[src/rtl/serial_adder_pkg.sv]
// Shared types and constants for the bit-serial adder.
// The FSM state encoding and the default operand width live here.
package serial_adder_pkg;

   localparam int DEFAULT_WIDTH = 8;

   typedef enum logic [1:0] {
      IDLE  = 2'd0,
      SHIFT = 2'd1,
      DONE  = 2'd2
   } state_t;

endpackage

[src/rtl/serial_adder_full_adder.sv]
// Purely combinational 1-bit full adder used by the serial adder datapath.
module full_adder (
   input  logic a,
   input  logic b,
   input  logic cin,
   output logic sum,
   output logic cout
);

   assign sum  = a ^ b ^ cin;
   assign cout = (a & b) | (cin & (a ^ b));

endmodule

[src/rtl/serial_adder.sv]
// Bit-serial adder: one bit pair per cycle, LSB first, through a single full adder.
// Optional signed-overflow output is enabled by defining SERIAL_ADDER_OVF_EN.
module serial_adder
   import serial_adder_pkg::*;
#(
   parameter int WIDTH = DEFAULT_WIDTH
) (
   input  logic             clk,
   input  logic             rst,
   input  logic             start,
   input  logic [WIDTH-1:0] a,
   input  logic [WIDTH-1:0] b,
   input  logic             cin,
   output logic [WIDTH-1:0] sum,
   output logic             cout,
   output logic             busy,
   output logic             done
`ifdef SERIAL_ADDER_OVF_EN
   ,
   output logic             ovf
`endif
);

   localparam int CNT_W = $clog2(WIDTH + 1);

   state_t state_q, state_d;

   logic [WIDTH-1:0] aSh_q, aSh_d;
   logic [WIDTH-1:0] bSh_q, bSh_d;
   logic [WIDTH-1:0] result_q, result_d;
   logic [WIDTH-1:0] sum_q, sum_d;
   logic             carry_q, carry_d;
   logic             cout_q, cout_d;
   logic             done_q, done_d;
   logic [CNT_W-1:0] count_q, count_d;

   logic loadEn, shiftEn, finishEn, lastBit;
   logic faSum, faCout;

   assign lastBit = (count_q == CNT_W'(WIDTH - 1));

   full_adder u_fa (
      .a    (aSh_q[0]),
      .b    (bSh_q[0]),
      .cin  (carry_q),
      .sum  (faSum),
      .cout (faCout)
   );

   always_ff @(posedge clk) begin
      if (rst) state_q <= IDLE;
      else     state_q <= state_d;
   end

   always_comb begin
      state_d = state_q;
      case (state_q)
         IDLE:    if (start) state_d = SHIFT;
         SHIFT:   if (lastBit) state_d = DONE;
         DONE:    state_d = IDLE;
         default: state_d = IDLE;
      endcase
   end

   always_comb begin
      busy     = (state_q != IDLE);
      loadEn   = (state_q == IDLE) && start;
      shiftEn  = (state_q == SHIFT);
      finishEn = (state_q == DONE);
   end

   // Operands shift right so bit 0 always feeds the adder; sum bits enter at the MSB.
   always_comb begin
      aSh_d    = aSh_q;
      bSh_d    = bSh_q;
      result_d = result_q;
      carry_d  = carry_q;
      count_d  = count_q;
      sum_d    = sum_q;
      cout_d   = cout_q;
      done_d   = 1'b0;
      if (loadEn) begin
         aSh_d   = a;
         bSh_d   = b;
         carry_d = cin;
         count_d = '0;
      end else if (shiftEn) begin
         aSh_d    = {1'b0, aSh_q[WIDTH-1:1]};
         bSh_d    = {1'b0, bSh_q[WIDTH-1:1]};
         result_d = {faSum, result_q[WIDTH-1:1]};
         carry_d  = faCout;
         count_d  = count_q + CNT_W'(1);
      end else if (finishEn) begin
         sum_d  = result_q;
         cout_d = carry_q;
         done_d = 1'b1;
      end
   end

   always_ff @(posedge clk) begin
      if (rst) begin
         aSh_q    <= '0;
         bSh_q    <= '0;
         result_q <= '0;
         carry_q  <= 1'b0;
         count_q  <= '0;
         sum_q    <= '0;
         cout_q   <= 1'b0;
         done_q   <= 1'b0;
      end else begin
         aSh_q    <= aSh_d;
         bSh_q    <= bSh_d;
         result_q <= result_d;
         carry_q  <= carry_d;
         count_q  <= count_d;
         sum_q    <= sum_d;
         cout_q   <= cout_d;
         done_q   <= done_d;
      end
   end

   assign sum  = sum_q;
   assign cout = cout_q;
   assign done = done_q;

`ifdef SERIAL_ADDER_OVF_EN
   logic msbCarry_q, msbCarry_d;
   logic ovf_q, ovf_d;

   // The carry into the MSB is the carry flop value while the last bit is being added.
   always_comb begin
      msbCarry_d = msbCarry_q;
      ovf_d      = ovf_q;
      if (shiftEn && lastBit) msbCarry_d = carry_q;
      if (finishEn)           ovf_d      = msbCarry_q ^ carry_q;
   end

   always_ff @(posedge clk) begin
      if (rst) begin
         msbCarry_q <= 1'b0;
         ovf_q      <= 1'b0;
      end else begin
         msbCarry_q <= msbCarry_d;
         ovf_q      <= ovf_d;
      end
   end

   assign ovf = ovf_q;
`endif

endmodule

[config.mk]
export PLATFORM = sky130hd
export DESIGN_NAME = serial_adder
export DESIGN_NICKNAME = d
export VERILOG_FILES = /design/src/rtl/serial_adder_pkg.sv /design/src/rtl/serial_adder_full_adder.sv /design/src/rtl/serial_adder.sv
export SDC_FILE = /design/constraint.sdc
export NUM_CORES = 1
export LEC_CHECK = 0
export ABC_AREA = 1
export CAP_MARGIN = 25
export CORE_MARGIN = 1
export CORE_UTILIZATION = 47
export DETAILED_ROUTE_END_ITERATION = 16
export GPL_TIMING_DRIVEN = 0
export PLACE_DENSITY = 0.76
export SKIP_CTS_REPAIR_TIMING = 1
export SYNTH_ARGS = -nofsm -noshare
export SYNTH_HDL_FRONTEND = slang
export SYNTH_SLANG_ARGS = --single-unit
[constraint.sdc]
create_clock -name clk -period 1.12 [get_ports clk]
set_input_delay 0.224 -clock clk [delete_from_list [all_inputs] [get_ports clk]]
set_output_delay 0.224 -clock clk [all_outputs]
set_load 0.03 [all_outputs]
==> reports/results.tsv, run 1 <==
stage	metric	value	unit
global_routing	grt_pass1_wl	6190	um
timing	setup_slack	-150	ps
timing	period_needed	1270	ps
placement	gp_congestion	0.762	
layout	design_area	2400	um2
status	run_status	finished, violations left	
routing	drt_drc_violations_left	0	
yosys	post_synth_inst_count	255	
pwr	comb_power_share	15.1	%
floorplanning	floorplan.die_area	4070	um2
pwr	power.total	0.00323	W
pwr	power.sequential.fraction	48.9	%
floorplanning	initial_core_util	49.1	%
timing	setup-violations-final	18	
pwr	p_sw_share	25.4	%
yosys	syn_area_per_cell	7.05	um2
routing	detail-route-antenna-nets	0	
cts	clock_edge_transition_at_the_registers_on_the_reported_setup_and_hold_paths	80	ps
cts	clk_root_buffer_cell	clkbuf_8	
routing	dr.first_iter.drc_count	52	
timing	report.final.hold_viol_count	0	
timing	timing.slew.headroom	75.8	%
yosys	yosys.cell_types.count	21	
routing	firstDrtPassIters	4	
worst_setup_path	crit_chain	inv_8 -> buf_8 -> nand2_4 -> buf_6	
layout	layout-drive-gt1-share	22.3	%
global_routing	gr-total-overflow	0	
global_routing	grt_usage	19.7	%
layout	final_nets	323	
worst_setup_path	slowest_delay	400	ps
job	drv_cap	0	
cts	cts_made_buffers	5	
layout	antenna-diode-count	0	
routing	average_wire_per_standard_cell	10.8	um
yosys	seq_area_frac_synth	45.7	%
floorplanning	die_y	63.8	um
yosys	synth.ff_latch_count	41	
timing	achievable-frequency	787	MHz
cts	htree_num_levels	2	
yosys	synth_nets	277	
timing	hold_slack	385	ps
layout	area_delta_synth_final	33.5	%
pwr	power_per_cell_area	1350	nW/um2
yosys	syn_area	1800	um2
timing	period_utilization_post_route	113	%
routing	via_count	1675	
yosys	post-synth-top-area-cell	dfxtp_1	
timing	tightestPinTransition	364	ps
hold_path	hold_class	input port to flop	
cts	clock_latency_on_the_worst_skew_pair	310	ps
yosys	synthesis.yosys.warnings	0	
pwr	power_frac_clock	36.0	%
yosys	yosys-top-cells-area	dfxtp_1 46%, nand2_1 13%, nor2_1 10%	
placement	placement.io_buffers	29	
worst_setup_path	worst_setup_path_end_kind	output port	
placement	dp_slack	-610	ps
cts	clkSinkCount	41	
status	violations	setup timing	
placement	hpwl	2450	um
cts	cts_max_path_buffers	2	
worst_setup_path	timing.critical_path.required	900	ps
layout	filler_cell_count	331	
floorplanning	io_pins	31	
yosys	yosys.area.top_type_share	45.7	%
floorplanning	std_cell_rows	22	
routing	post_drt_via_cell_ratio	4.80	
cts	cts_tree	built	
worst_setup_path	worstSetupStartpointType	flop	
floorplanning	fp.coreArea	3660	um2
worst_setup_path	crit_slowest_cell	dfxtp_4	
timing	rsz_0062_raised_after_global_routing	yes	
global_routing	grt_antenna_before_repair	0	
timing	fin_skew	9.28	ps
routing	postRouteWirelength	3770	um
worst_setup_path	worst_ep_arrival_time	1050	ps
pwr	leakage_component_of_the_power	1.15	nW
timing	report.final.slew_viol_count	0	
pwr	p_sw	0.000822	W
floorplanning	die_x	63.8	um
worst_setup_path	timing.setup.critical_path_class	flop to output port	
worst_setup_path	critical_path.max_fanout	6	
global_routing	grt_start_max_net_pins	13	
global_routing	first_global_vias	1444	
placement	detailed_place.area	2150	um2
pwr	internal_power	0.00241	W
pwr	power.ir.vdd_worst	0.00122	V
[routing by layer]
layer,vias to the layer above,track usage (%),share of wire (%)
met5,-,0,0
met4,0,11.9,2.5
met3,8,4.46,4.0
met2,39,32.7,49
met1,739,23.0,45
li1,889,-,-
[area by class of cell]
class | instances | area, um2 | area share (%)
multi-input cells | 179 | 881 | 36.7
flip-flops and latches | 41 | 827 | 34.5
repair buffers | 39 | 320 | 13.4
plain buffers | 13 | 114 | 4.75
inverters | 22 | 92.6 | 3.86
clock buffers | 5 | 68.8 | 2.87
well taps | 48 | 60.1 | 2.50
clock inverters | 2 | 35.0 | 1.46
[stage by stage]
stage	utilization, %	setup TNS [ps]	instances
3_3_place_gp	58.7	-11110	332
2_1_floorplan	-	0	255
4_1_cts	61.6	-8540	339
3_5_place_dp	58.7	-10930	332
6_report	65.5	-1350	349
5_1_grt	65.5	-2990	349
[flip-flops by register name (all words and copies together) (netlist names)]
| name | flops |
|---|---|
| aSh_q | 8 |
| cout | 1 |
| carry_q | 1 |
| count_q | 4 |
| sum | 8 |
| state_q | 2 |
| bSh_q | 8 |
| result_q | 8 |
| done | 1 |
[kinds of logic (layout without fill, tap and decap cells)]
| group | count (synthesis) | in the layout | share of synthesized area, % |
|---|---|---|---|
| AO/OA/AOI/OAI | 33 | 33 | 9.82 |
| flip-flops | 41 | 41 | 45.7 |
| adder cells (fa/ha/maj) | 2 | 2 | 1.81 |
| buffers and inverters | 35 | 81 | 8.77 |
| AND/OR/NAND/NOR | 143 | 143 | 33.4 |
| XOR/XNOR | 1 | 1 | 0.488 |
[power by group through the flow]
stage,Combinational [W],Sequential [W],Clock [W]
after floorplan,0.000284,0.00160,0
after global placement,0.000405,0.00161,0
after detailed placement,0.000413,0.00161,0
after CTS,0.000414,0.00158,0.00117
after global routing,0.000542,0.00159,0.00125
final,0.000489,0.00158,0.00116
[synthesized netlist by cell type]
master    count
a21oi_1      15
buf_1         1
buf_2         6
buf_4         1
buf_6         2
clkbuf_1      3
dfxtp_1      41
fa_1          1
ha_1          1
inv_1        19
inv_2         3
nand2_1      60
nand2_2       2
nand3_1      28
nor2_1       49
nor2_4        3
nor3_1        1
o21ai_0       9
o21ai_1       8
o21ai_4       1
xor2_1        1
[worst paths after layout]
path                                               from  depth (start not counted)  slack [ps]                     to
worst min-delay path                              start                          4         390  bSh_q[1]$_SDFFE_PP0P_
worst max register to register  state_q[0]$_SDFFE_PP0P_                          7        -120  aSh_q[3]$_SDFFE_PP0P_
worst max-delay path            state_q[1]$_SDFFE_PP0P_                          4        -150                   busy
worst min register to register    aSh_q[1]$_SDFFE_PP0P_                          2         470  aSh_q[1]$_SDFFE_PP0P_
[worst max-delay path: cells and delay by family, from the launching register on]
family,cells,cell delay [ps]
buf+inv,3,290
flops,1,400
simple gates,1,40
[placed cells by master (no fill, tap or decap), drive strengths merged]
master and count:
clkdlybuf4s50 18, ha 1, nor2 52, bufinv 1, nand3 28, nand2 62
buf 21, fa 1, a21oi 15, xor2 1, o21ai 18, dfxtp 41
nor3 1, inv 22, clkinv 1, clkbuf 18
(Power assumes the default switching activity.)
==> run 2: changes to the inputs <==
--- a/config.mk
+++ b/config.mk
@@ -6,7 +6,7 @@
 export NUM_CORES = 1
 export LEC_CHECK = 0
 export ABC_AREA = 1
-export CAP_MARGIN = 25
+export CAP_MARGIN = 20
 export CORE_MARGIN = 1
 export CORE_UTILIZATION = 47
 export DETAILED_ROUTE_END_ITERATION = 16
==> results of run 2 <==
The final DEF is identical to that of run 1; final timing and power are the same.
==> run 3: changes to the inputs <==
--- a/config.mk
+++ b/config.mk
@@ -16,3 +16,4 @@
 export SYNTH_ARGS = -nofsm -noshare
 export SYNTH_HDL_FRONTEND = slang
 export SYNTH_SLANG_ARGS = --single-unit
+export TNS_END_PERCENT = 100
==> results of run 3 <==
The final DEF is identical to that of run 1; final timing and power are the same.
